### config.mk
export PLATFORM = sky130hd
export DESIGN_NAME = wb_arbiter_flat
export DESIGN_NICKNAME = d
export VERILOG_FILES = /design/src/rtl/wb_pkg.sv /design/src/rtl/wb_arbiter_if.sv /design/src/rtl/wb_rr_pick.sv /design/src/rtl/wb_arbiter.sv /design/src/flat_wrapper.sv
export SDC_FILE = /design/constraint.sdc
export NUM_CORES = 1
export LEC_CHECK = 0
export BUFFER_PORTS_ARGS = -buffer_cell sky130_fd_sc_hd__buf_2
export CORE_MARGIN = 4
export CORE_UTILIZATION = 49
export CTS_BUF_LIST = sky130_fd_sc_hd__clkbuf_2
export DETAILED_ROUTE_END_ITERATION = 8
export PLACE_DENSITY_LB_ADDON = 0.2
export SLEW_MARGIN = 40
export SYNTH_ARGS = -nofsm -noshare
export SYNTH_HDL_FRONTEND = slang
export SYNTH_HIERARCHICAL = 1
export SYNTH_SLANG_ARGS = --single-unit
### constraint.sdc
create_clock -name clk_wb -period 6.6 [get_ports clk_wb]
set_input_delay 0.66 -clock clk_wb [delete_from_list [all_inputs] [get_ports clk_wb]]
set_output_delay 0.66 -clock clk_wb [all_outputs]
set_load 0.01 [all_outputs]
### src/rtl/wb_pkg.sv
// Shared definitions for the write-back arbiter.
// Holds the default bus geometry, the fixed requester IDs and the width
// of the source-ID field that tells the register file who is writing.
package wb_pkg;

    localparam int DW    = 16;  // data width of one register write
    localparam int RW    = 3;   // register index width (2**RW registers)
    localparam int N_REQ = 3;   // number of write-back requesters

    // Width of wb_src and of the round-robin pointer.
    localparam int SRC_W = 2;

    typedef enum logic [SRC_W-1:0] {
        REQ_ALU  = 2'd0,
        REQ_LOAD = 2'd1,
        REQ_IMM  = 2'd2
    } req_id_t;

endpackage

### src/rtl/wb_arbiter_if.sv
// Bus bundle between the write-back producers and the arbiter.
//   master : producer side, drives requests and the stall, observes the port
//   slave  : arbiter side, accepts requests and drives the register-file port
// Requester i uses req_dst[i*RW +: RW] and req_data[i*DW +: DW].
interface wb_arbiter_if #(
    parameter int DW    = wb_pkg::DW,
    parameter int RW    = wb_pkg::RW,
    parameter int N_REQ = wb_pkg::N_REQ
);

    logic [N_REQ-1:0]        req_valid;
    logic [N_REQ-1:0]        req_ready;
    logic [N_REQ*RW-1:0]     req_dst;
    logic [N_REQ*DW-1:0]     req_data;
    logic                    wb_stall;
    logic                    wb_we;
    logic [RW-1:0]           n_reg;
    logic [DW-1:0]           reg_in;
    logic [wb_pkg::SRC_W-1:0] wb_src;
    logic [(2**RW)-1:0]      busy;

    modport master (
        output req_valid, req_dst, req_data, wb_stall,
        input  req_ready, wb_we, n_reg, reg_in, wb_src, busy
    );

    modport slave (
        input  req_valid, req_dst, req_data, wb_stall,
        output req_ready, wb_we, n_reg, reg_in, wb_src, busy
    );

endinterface

### src/rtl/wb_rr_pick.sv
// Combinational round-robin picker.
// Ports:
//   valid  : request vector
//   ptr    : index with highest priority this cycle (must be < N)
//   enable : when low, nothing is granted
//   grant  : one-hot grant (all zero when nothing granted)
//   g      : encoded index of the granted requester (0 when nothing granted)
module wb_rr_pick
    import wb_pkg::*;
#(
    parameter int N  = wb_pkg::N_REQ,
    parameter int IW = wb_pkg::SRC_W
) (
    input  logic [N-1:0]  valid,
    input  logic [IW-1:0] ptr,
    input  logic          enable,
    output logic [N-1:0]  grant,
    output logic [IW-1:0] g
);

    // Walk the offsets from farthest to nearest so the requester closest to
    // ptr (in wrap-around order) overwrites any earlier hit and wins.
    always_comb begin
        int             idx;
        logic [IW-1:0]  idx_sel;
        grant   = '0;
        g       = '0;
        idx     = 0;
        idx_sel = '0;
        if (enable) begin
            for (int k = N - 1; k >= 0; k--) begin
                idx = int'(ptr) + k;
                if (idx >= N) begin
                    idx = idx - N;
                end
                idx_sel = IW'(idx);
                if (valid[idx_sel]) begin
                    grant          = '0;
                    grant[idx_sel] = 1'b1;
                    g              = idx_sel;
                end
            end
        end
    end

endmodule

### src/rtl/wb_arbiter.sv
// Write-back arbiter: picks one producer per cycle (round-robin) and drives
// the single register-file write port through a registered stage.
// Ports:
//   clk_wb : write-back clock, rising edge
//   reset  : asynchronous, active-low reset
//   bus    : slave side of wb_arbiter_if (requests in, ready and the
//            registered write port wb_we/n_reg/reg_in/wb_src out, plus busy)
module wb_arbiter
    import wb_pkg::*;
#(
    parameter int DW    = wb_pkg::DW,
    parameter int RW    = wb_pkg::RW,
    parameter int N_REQ = wb_pkg::N_REQ
) (
    input  logic        clk_wb,
    input  logic        reset,
    wb_arbiter_if.slave bus
);

    logic [SRC_W-1:0]   ptr;
    logic [SRC_W-1:0]   g;
    logic [N_REQ-1:0]   grant;
    logic               xfer;

    logic               wb_we_q;
    logic [RW-1:0]      n_reg_q;
    logic [DW-1:0]      reg_in_q;
    logic [SRC_W-1:0]   wb_src_q;
    logic [(2**RW)-1:0] busy_d;

    // A stall blocks granting in the same cycle, which also freezes ptr
    // because no transfer can happen.
    wb_rr_pick #(
        .N  (N_REQ),
        .IW (SRC_W)
    ) u_pick (
        .valid  (bus.req_valid),
        .ptr    (ptr),
        .enable (!bus.wb_stall),
        .grant  (grant),
        .g      (g)
    );

    assign bus.req_ready = grant;
    assign xfer          = |(bus.req_valid & grant);

    // Output stage and pointer. Without a transfer only wb_we drops; the
    // index and data hold so the port never shows a stale write enable.
    always_ff @(posedge clk_wb or negedge reset) begin
        if (!reset) begin
            wb_we_q  <= 1'b0;
            n_reg_q  <= '0;
            reg_in_q <= '0;
            wb_src_q <= '0;
            ptr      <= '0;
        end else if (xfer) begin
            wb_we_q  <= 1'b1;
            n_reg_q  <= bus.req_dst[g*RW +: RW];
            reg_in_q <= bus.req_data[g*DW +: DW];
            wb_src_q <= g;
            ptr      <= (int'(g) == N_REQ - 1) ? '0 : g + SRC_W'(1);
        end else begin
            wb_we_q  <= 1'b0;
        end
    end

    // busy is decoded from the registered port so it clears with reset
    // without needing an edge.
    always_comb begin
        busy_d = '0;
        if (wb_we_q) begin
            busy_d[n_reg_q] = 1'b1;
        end
    end

    assign bus.wb_we  = wb_we_q;
    assign bus.n_reg  = n_reg_q;
    assign bus.reg_in = reg_in_q;
    assign bus.wb_src = wb_src_q;
    assign bus.busy   = busy_d;

endmodule

### src/flat_wrapper.sv
// flat-port wrapper written by rule: the top's interface ports become plain ports
module wb_arbiter_flat import wb_pkg::*;
#(
    parameter int DW    = wb_pkg::DW,
    parameter int RW    = wb_pkg::RW,
    parameter int N_REQ = wb_pkg::N_REQ
)
  (clk_wb, reset, bus_req_valid, bus_req_dst, bus_req_data, bus_wb_stall, bus_req_ready, bus_wb_we, bus_n_reg, bus_reg_in, bus_wb_src, bus_busy);
  wb_arbiter_if #(.DW(DW), .RW(RW), .N_REQ(N_REQ)) bus_i ();
  input  logic clk_wb;
  input  logic reset;
  input wire logic [$bits(bus_i.req_valid)-1:0] bus_req_valid;
  input wire logic [$bits(bus_i.req_dst)-1:0] bus_req_dst;
  input wire logic [$bits(bus_i.req_data)-1:0] bus_req_data;
  input wire logic [$bits(bus_i.wb_stall)-1:0] bus_wb_stall;
  output wire logic [$bits(bus_i.req_ready)-1:0] bus_req_ready;
  output wire logic [$bits(bus_i.wb_we)-1:0] bus_wb_we;
  output wire logic [$bits(bus_i.n_reg)-1:0] bus_n_reg;
  output wire logic [$bits(bus_i.reg_in)-1:0] bus_reg_in;
  output wire logic [$bits(bus_i.wb_src)-1:0] bus_wb_src;
  output wire logic [$bits(bus_i.busy)-1:0] bus_busy;
  assign bus_i.req_valid = bus_req_valid;
  assign bus_i.req_dst = bus_req_dst;
  assign bus_i.req_data = bus_req_data;
  assign bus_i.wb_stall = bus_wb_stall;
  assign bus_req_ready = bus_i.req_ready;
  assign bus_wb_we = bus_i.wb_we;
  assign bus_n_reg = bus_i.n_reg;
  assign bus_reg_in = bus_i.reg_in;
  assign bus_wb_src = bus_i.wb_src;
  assign bus_busy = bus_i.busy;
  wb_arbiter #(.DW(DW), .RW(RW), .N_REQ(N_REQ)) u_core (.clk_wb(clk_wb), .reset(reset), .bus(bus_i));
endmodule
==> results of run 1 <==
-- layout by cell type, fill, tap and decap left out, drive strengths merged --
cell / count
clkbuf: 4
and2: 1
nor2b: 2
nor3: 3
o2bb2ai: 19
nand2: 4
a21oi: 2
mux2: 22
nor2: 7
nand2b: 4
a2bb2oi: 1
a221oi: 1
dfrtp: 24
maj3: 1
o2111a: 1
mux2i: 20
a21o: 2
a222oi: 1
inv: 7
bufinv: 1
ha: 2
o31ai: 2
o21ai: 2
buf: 97
o211ai: 1
-- per-stage QoR --
| step | total power (uW) | instance area, sq um | utilization (%) | setup WS, ps |
|---|---|---|---|---|
| 2_1_floorplan | 636.1 | 1640 | - | 3817 |
| 3_3_place_gp | 753.0 | 2105 | 67.28 | 3173 |
| 3_5_place_dp | 778.6 | 2132 | 68.16 | 2998 |
| 4_1_cts | 872.6 | 2177 | 69.60 | 2980 |
| 5_1_grt | 932.6 | 2183 | 69.80 | 3214 |
| 6_report | 867.0 | 2183 | 69.80 | 3428 |
-- metal layers --
| metal | global-route usage (%) | share of wire [%] |
|---|---|---|
| met3 | 2.041 | 5.9 |
| met1 | 23.64 | 41 |
| met2 | 33.42 | 52 |
| met4 | 4.663 | 0.48 |
| met5 | 0 | 0 |
-- worst max-delay path by stage --
| stage | to | slack (ps) | depth (start not counted) |
|---|---|---|---|
| final | u_core/bus.reg_in[5] | 3430 | 10 |
| after global routing | u_core/bus.reg_in[6] | 3210 | 10 |
| after CTS | u_core/bus.reg_in[5] | 2980 | 7 |
| after detailed placement | u_core/bus.reg_in[5] | 3000 | 7 |
| after global placement | u_core/bus.reg_in[2] | 3170 | 7 |
| after floorplan | u_core/bus.n_reg[0] | 3820 | 9 |
-- area by class of cell --
| class | count | area, sq um | share of cell area, % |
|---|---|---|---|
| Timing Repair Buffer | 98 | 515.5 | 23.61 |
| Clock buffer | 3 | 15.01 | 0.6877 |
| Multi-Input combinational cell | 98 | 940.9 | 43.09 |
| Tap cell | 44 | 55.05 | 2.521 |
| Sequential cell | 24 | 600.6 | 27.51 |
| Inverter | 7 | 26.28 | 1.203 |
| Clock inverter | 1 | 30.03 | 1.375 |
-- cell usage after synthesis --
master	instances
a21o_1	1
inv_1	6
mux2_2	3
nor2_1	7
o211ai_1	1
buf_1	1
nand2_1	4
a21oi_1	2
nor2b_1	2
ha_1	2
mux2_4	19
buf_4	3
o2bb2ai_1	19
buf_2	2
buf_6	3
nor3_1	3
o21ai_0	2
and2_4	1
a2bb2oi_1	1
a221oi_2	1
mux2i_1	20
a21o_2	1
o31ai_1	2
nand2b_1	4
maj3_2	1
o2111a_1	1
a222oi_1	1
inv_2	1
dfrtp_1	24
clkbuf_1	4
-- power by group --
group	switching [uW]	total (uW)	internal, uW
Combinational	231	502	272
Sequential	51.8	272	220
Clock	40.7	93.0	52.3
-- cells by family after synthesis --
group	after synthesis	synth area share (%)
muxes	42	31.65
AOI/OAI and AO/OA	32	16.48
DFF	24	36.61
and+or+nand+nor	21	6.254
buffers and inverters	20	6.788
adders and majority gates	3	2.212
-- critical path, cell delays in order (launching register included) --
cell	delay [ps]
dfrtp_1	420
inv_1	50
ha_1	420
nor2b_1	230
o211ai_1	150
a21oi_4	470
buf_16	220
a222oi_1	130
clkbuf_2	190
inv_2	440
mux2_4	350
==> results.json, run 1 <==
{
  "track_usage_pct": 18.63,
  "antenna_left": 0,
  "power.leakage_uw": 0.001092,
  "status": "complete, no violations",
  "fin_skew_ps": 16.30,
  "synth_area_leaders": "dfrtp_1 37%, mux2_4 17%, mux2i_1 12%",
  "regToRegSetupSlack_ps": 3430,
  "wl_per_cell_um": 14.44,
  "dieArea_sq_um": 4338,
  "crit_required_ps": 6830,
  "drtPass1Iterations": 5,
  "rsz0062_at_grt": "no",
  "slew_headroom_pct": 60.96,
  "dp.cells": 270,
  "grt_pass1_vias": 1442,
  "path_clk_slew_ps": 220,
  "yosysWarningCount": 6,
  "numClockSinks": 24,
  "antenna_found_initial": 0,
  "post-dp-hpwl_um": 3173,
  "criticalPathCategory": "flip-flop to flip-flop",
  "fin_cells": 275,
  "r2r-end": "u_core/bus.reg_in[5]",
  "endpoint_kind": "flip-flop",
  "yosys.area.top_type": "dfrtp_1",
  "port_buffers": 95,
  "drive_gt1_share_pct": 56.71,
  "ys_seq_area_share_pct": 36.61,
  "final.setup.tns_ps": 0,
  "pin_count": 96,
  "die_h_um": 65.86,
  "post-route-period-util_pct": 48.06,
  "grt_pass1_wl_um": 6382,
  "power.density_nw_per_um2": 397.1,
  "syn_nets": 207,
  "avgSynthCellArea_sq_um": 11.55,
  "period_needed_ps": 3172,
  "root_buffer": "clkbuf_2",
  "hp-class": "input port to asynchronous set/reset pin",
  "slew_violations": 0,
  "ir_drop_mv": 0.1782,
  "worstMarginPinSlew_ps": 584.7,
  "layout-area-overhead-vs-synth_pct": 33.10,
  "cts_max_level": 1,
  "initialDrtViolationCount": 54,
  "core_area_sq_um": 3128,
  "ys_ff_latch": 24,
  "num_rows": 20,
  "antenna_cells": 0,
  "start_util_pct": 52.44,
  "crit_arrival_ps": 3400,
  "r2r_cells": 10,
  "fmax_ghz": 0.3152,
  "syn-cell-area_sq_um": 1640,
  "syn_inst": 142,
  "wl_um": 3971,
  "synthDistinctLibCells": 30,
  "cts_tree": "built",
  "drc_errors": 0,
  "fillers": 250,
  "netlist.area_leader.share_pct": 36.61,
  "crit_fanout": 20,
  "viasPerCell": 5.149,
  "grt_max_degree": 25,
  "final_nets": 297,
  "finalSetupViolCount": 0,
  "cap_viol_max_count": 0,
  "cts.path.max_buffers": 2,
  "ctsHoldBuffers": 0,
  "gp_congestion": 0.7503,
  "vias": 1416,
  "fp.dieW_um": 65.86,
  "hold_violations": 0,
  "largest_register_ffs": 16,
  "clock_latency_ps": 320,
  "post_cts_buffers": 0,
  "r2r_start": "u_core/ptr[0]",
  "cts_inserted_buffers": 3,
  "cts-resized-gates": 0,
  "startpoint": "u_core/ptr[0]",
  "fin_hold_ws_ps": 258.2,
  "gr-total-overflow": 0,
  "cp-start-kind": "flip-flop"
}
(Power assumes the default switching activity.)
==> run 2, diff against run 1 <==
--- a/config.mk
+++ b/config.mk
@@ -7,7 +7,7 @@
 export LEC_CHECK = 0
 export BUFFER_PORTS_ARGS = -buffer_cell sky130_fd_sc_hd__buf_2
 export CORE_MARGIN = 4
-export CORE_UTILIZATION = 49
+export CORE_UTILIZATION = 41
 export CTS_BUF_LIST = sky130_fd_sc_hd__clkbuf_2
 export DETAILED_ROUTE_END_ITERATION = 8
 export PLACE_DENSITY_LB_ADDON = 0.2
==> constraint.sdc (replaced) <==
create_clock -name clk_wb -period 2.65 [get_ports clk_wb]
set_input_delay 0.265 -clock clk_wb [delete_from_list [all_inputs] [get_ports clk_wb]]
set_output_delay 0.265 -clock clk_wb [all_outputs]
set_load 0.01 [all_outputs]
==> run 2 against run 1 <==
  * Via count grew 1.1%
  * Sequential power rose by 150%
  * Worst setup slack got worse by 3200 ps
  * Fmax grew 29%
  * Hold slack gained 5.7 ps
  * Critical path depth down 2
  * Utilization fell by 11 points
  * Sequential share of layout area decreased by 0.31 points
  * Critical endpoint is now u_core/bus.reg_in[3]
  * Clock skew down 3.7 ps
  * Combinational power rose to 2.6 times the previous value
  * First-iteration DRC count grew 19%
  * Critical path type unchanged
==> results.json, run 2 (synthesis results as in run 1) <==
{
  "status": "complete, no violations",
  "gp_congestion": 0.8247,
  "cp-start-kind": "flip-flop",
  "power.leakage_uw": 0.001106,
  "numClockSinks": 24,
  "power_uw": 2111,
  "sw_frac_of_total_pct": 38.22,
  "fin_skew_ps": 12.64,
  "track_usage_pct": 15.54,
  "drtPass1Iterations": 4,
  "drive_gt1_share_pct": 57.87,
  "viasPerCell": 5.057,
  "cts.path.max_buffers": 2,
  "path_delay_family": "compound AO/OA/AOI/OAI gates",
  "pin_count": 96,
  "min_path_cells": 3,
  "fillers": 341,
  "hp-start": "bus_req_data[25]",
  "antenna_cells": 0,
  "hold_violations": 0,
  "crit_chain": "inv_2 -> ha_4 -> a21oi_1 -> a2bb2oi_1 -> a221oi_2 -> a222oi_1 -> bufinv_8 -> mux2_4",
  "mostFrequentLayoutCells": "95 x buf_2, 24 x dfrtp_1, 20 x mux2i_1, 19 x o2bb2ai_1, 19 x mux2_4",
  "grt_pass1_vias": 1431,
  "slew_violations": 0,
  "dieArea_sq_um": 5077,
  "r2r_start": "u_core/ptr[0]",
  "power_frac_seq_pct": 32.0,
  "r2r_cells": 8,
  "core_area_sq_um": 3771,
  "worstMarginPinSlew_ps": 526.0,
  "crit_buf_inv": 2,
  "fmax_ghz": 0.4063,
  "pwr-share-comb_pct": 61.9,
  "start_util_pct": 43.50,
  "wl_per_cell_um": 14.04,
  "clock_latency_ps": 320,
  "die_h_um": 71.25,
  "wl_um": 3972,
  "crit_fanout": 20,
  "grt_pass1_wl_um": 6479,
  "cts_max_level": 1,
  "gr-total-overflow": 0,
  "startpoint": "u_core/ptr[0]",
  "antenna_found_initial": 0,
  "antenna_left": 0,
  "post_dp_cell_area_sq_um": 2170,
  "layout_setup_ws_ps": 188.6,
  "post-route-period-util_pct": 92.88,
  "grt_max_degree": 25,
  "power.density_nw_per_um2": 956.1,
  "dp_worst_setup_slack_ps": 115.2,
  "post-dp-hpwl_um": 3190,
  "ir_drop_mv": 0.3963,
  "crit_required_ps": 2870,
  "p_sw_uw": 806.9,
  "finalSetupViolCount": 0,
  "period_needed_ps": 2461,
  "path_clk_slew_ps": 210,
  "largest_register_ffs": 16,
  "vias": 1431,
  "initialDrtViolationCount": 64,
  "cts_inserted_buffers": 3,
  "final_cell_area_sq_um": 2208,
  "fp.dieW_um": 71.25,
  "layout-area-overhead-vs-synth_pct": 34.63,
  "post_cts_buffers": 0,
  "cap_viol_max_count": 0,
  "clock_power_share_pct": 6.2,
  "hp-class": "input port to flip-flop",
  "root_buffer": "clkbuf_2",
  "rsz0062_at_grt": "no",
  "port_buffers": 95,
  "criticalPathCategory": "flip-flop to flip-flop",
  "crit_arrival_ps": 2680,
  "endpoint_kind": "flip-flop",
  "drc_errors": 0,
  "slew_headroom_pct": 64.94,
  "crit_slowest_cell": "dfrtp_1",
  "critical_path.max_stage_delay_ps": 440,
  "final_util_pct": 58.56,
  "internal_power_uw": 1305,
  "crit_cells": 8,
  "final_nets": 302,
  "num_rows": 22,
  "cts_tree": "built",
  "layout_commonest_cell": "buf_2"
}
## run 2: layout make-up
class                      count  area (sq um)  share of cell area [%]
sequential                    24         600.6                   27.20
inverter                       7         40.04                   1.813
clock buffer                   3         15.01                  0.6799
multi-input combinational     98         954.7                   43.23
tap                           48         60.06                   2.720
timing repair buffer         103         538.0                   24.36
## run 2: metal layers
metal  up-vias  global-route usage (%)  share of wire, %
met5         -                       0                 0
li1        711                       -                 -
met3         2                   3.086               6.2
met4         0                   3.758              0.58
met1       669                   20.28                42
met2        49                   26.43                51
## run 2: worst register-to-register path: cells and delay by family, from the launching register on
family	cells	cell delay, ps
AOI/OAI and AO/OA	4	950
DFF	1	440
buffers and inverters	2	390
muxes	1	320
adders and majority gates	1	270
## run 2: final timing paths
path / slack, ps / end
max in group asynchronous: 1870 / u_core/bus.n_reg[1]
worst min-delay path: 260 / u_core/bus.reg_in[9]
worst max-delay path: 190 / u_core/bus.reg_in[3]
worst min register to register: 540 / u_core/bus.reg_in[14]
min in group asynchronous: 420 / u_core/bus.reg_in[9]
worst max register to register: 190 / u_core/bus.reg_in[3]
## run 2: power by group through the flow
stage | clock (uW) | combinational (uW) | sequential [uW]
CTS | 134 | 1310 | 677
detailed placement | 0 | 1310 | 679
finish | 130 | 1310 | 675
floorplan | 0 | 870 | 749
global route | 148 | 1410 | 708
global placement | 0 | 1280 | 685
## run 2: what timing repair did
| item | 4_1_cts | 5_1_grt |
|---|---|---|
| resized for setup | 0 | 4 |
| endpoints found under the hold margin | 24 | 0 |
| setup endpoints to repair | 0 | 19 |
| hold buffers | 1 | 0 |
## run 2: metrics by stage
step / std cells / setup TNS (ps) / hold WS (ps)
floorplan: 142 / -1596 / -30.59
global placement: 279 / 0 / 271.9
detailed placement: 279 / 0 / 273.6
finish: 283 / 0 / 263.9
global route: 283 / 0 / 242.7
CTS: 283 / 0 / 253.6
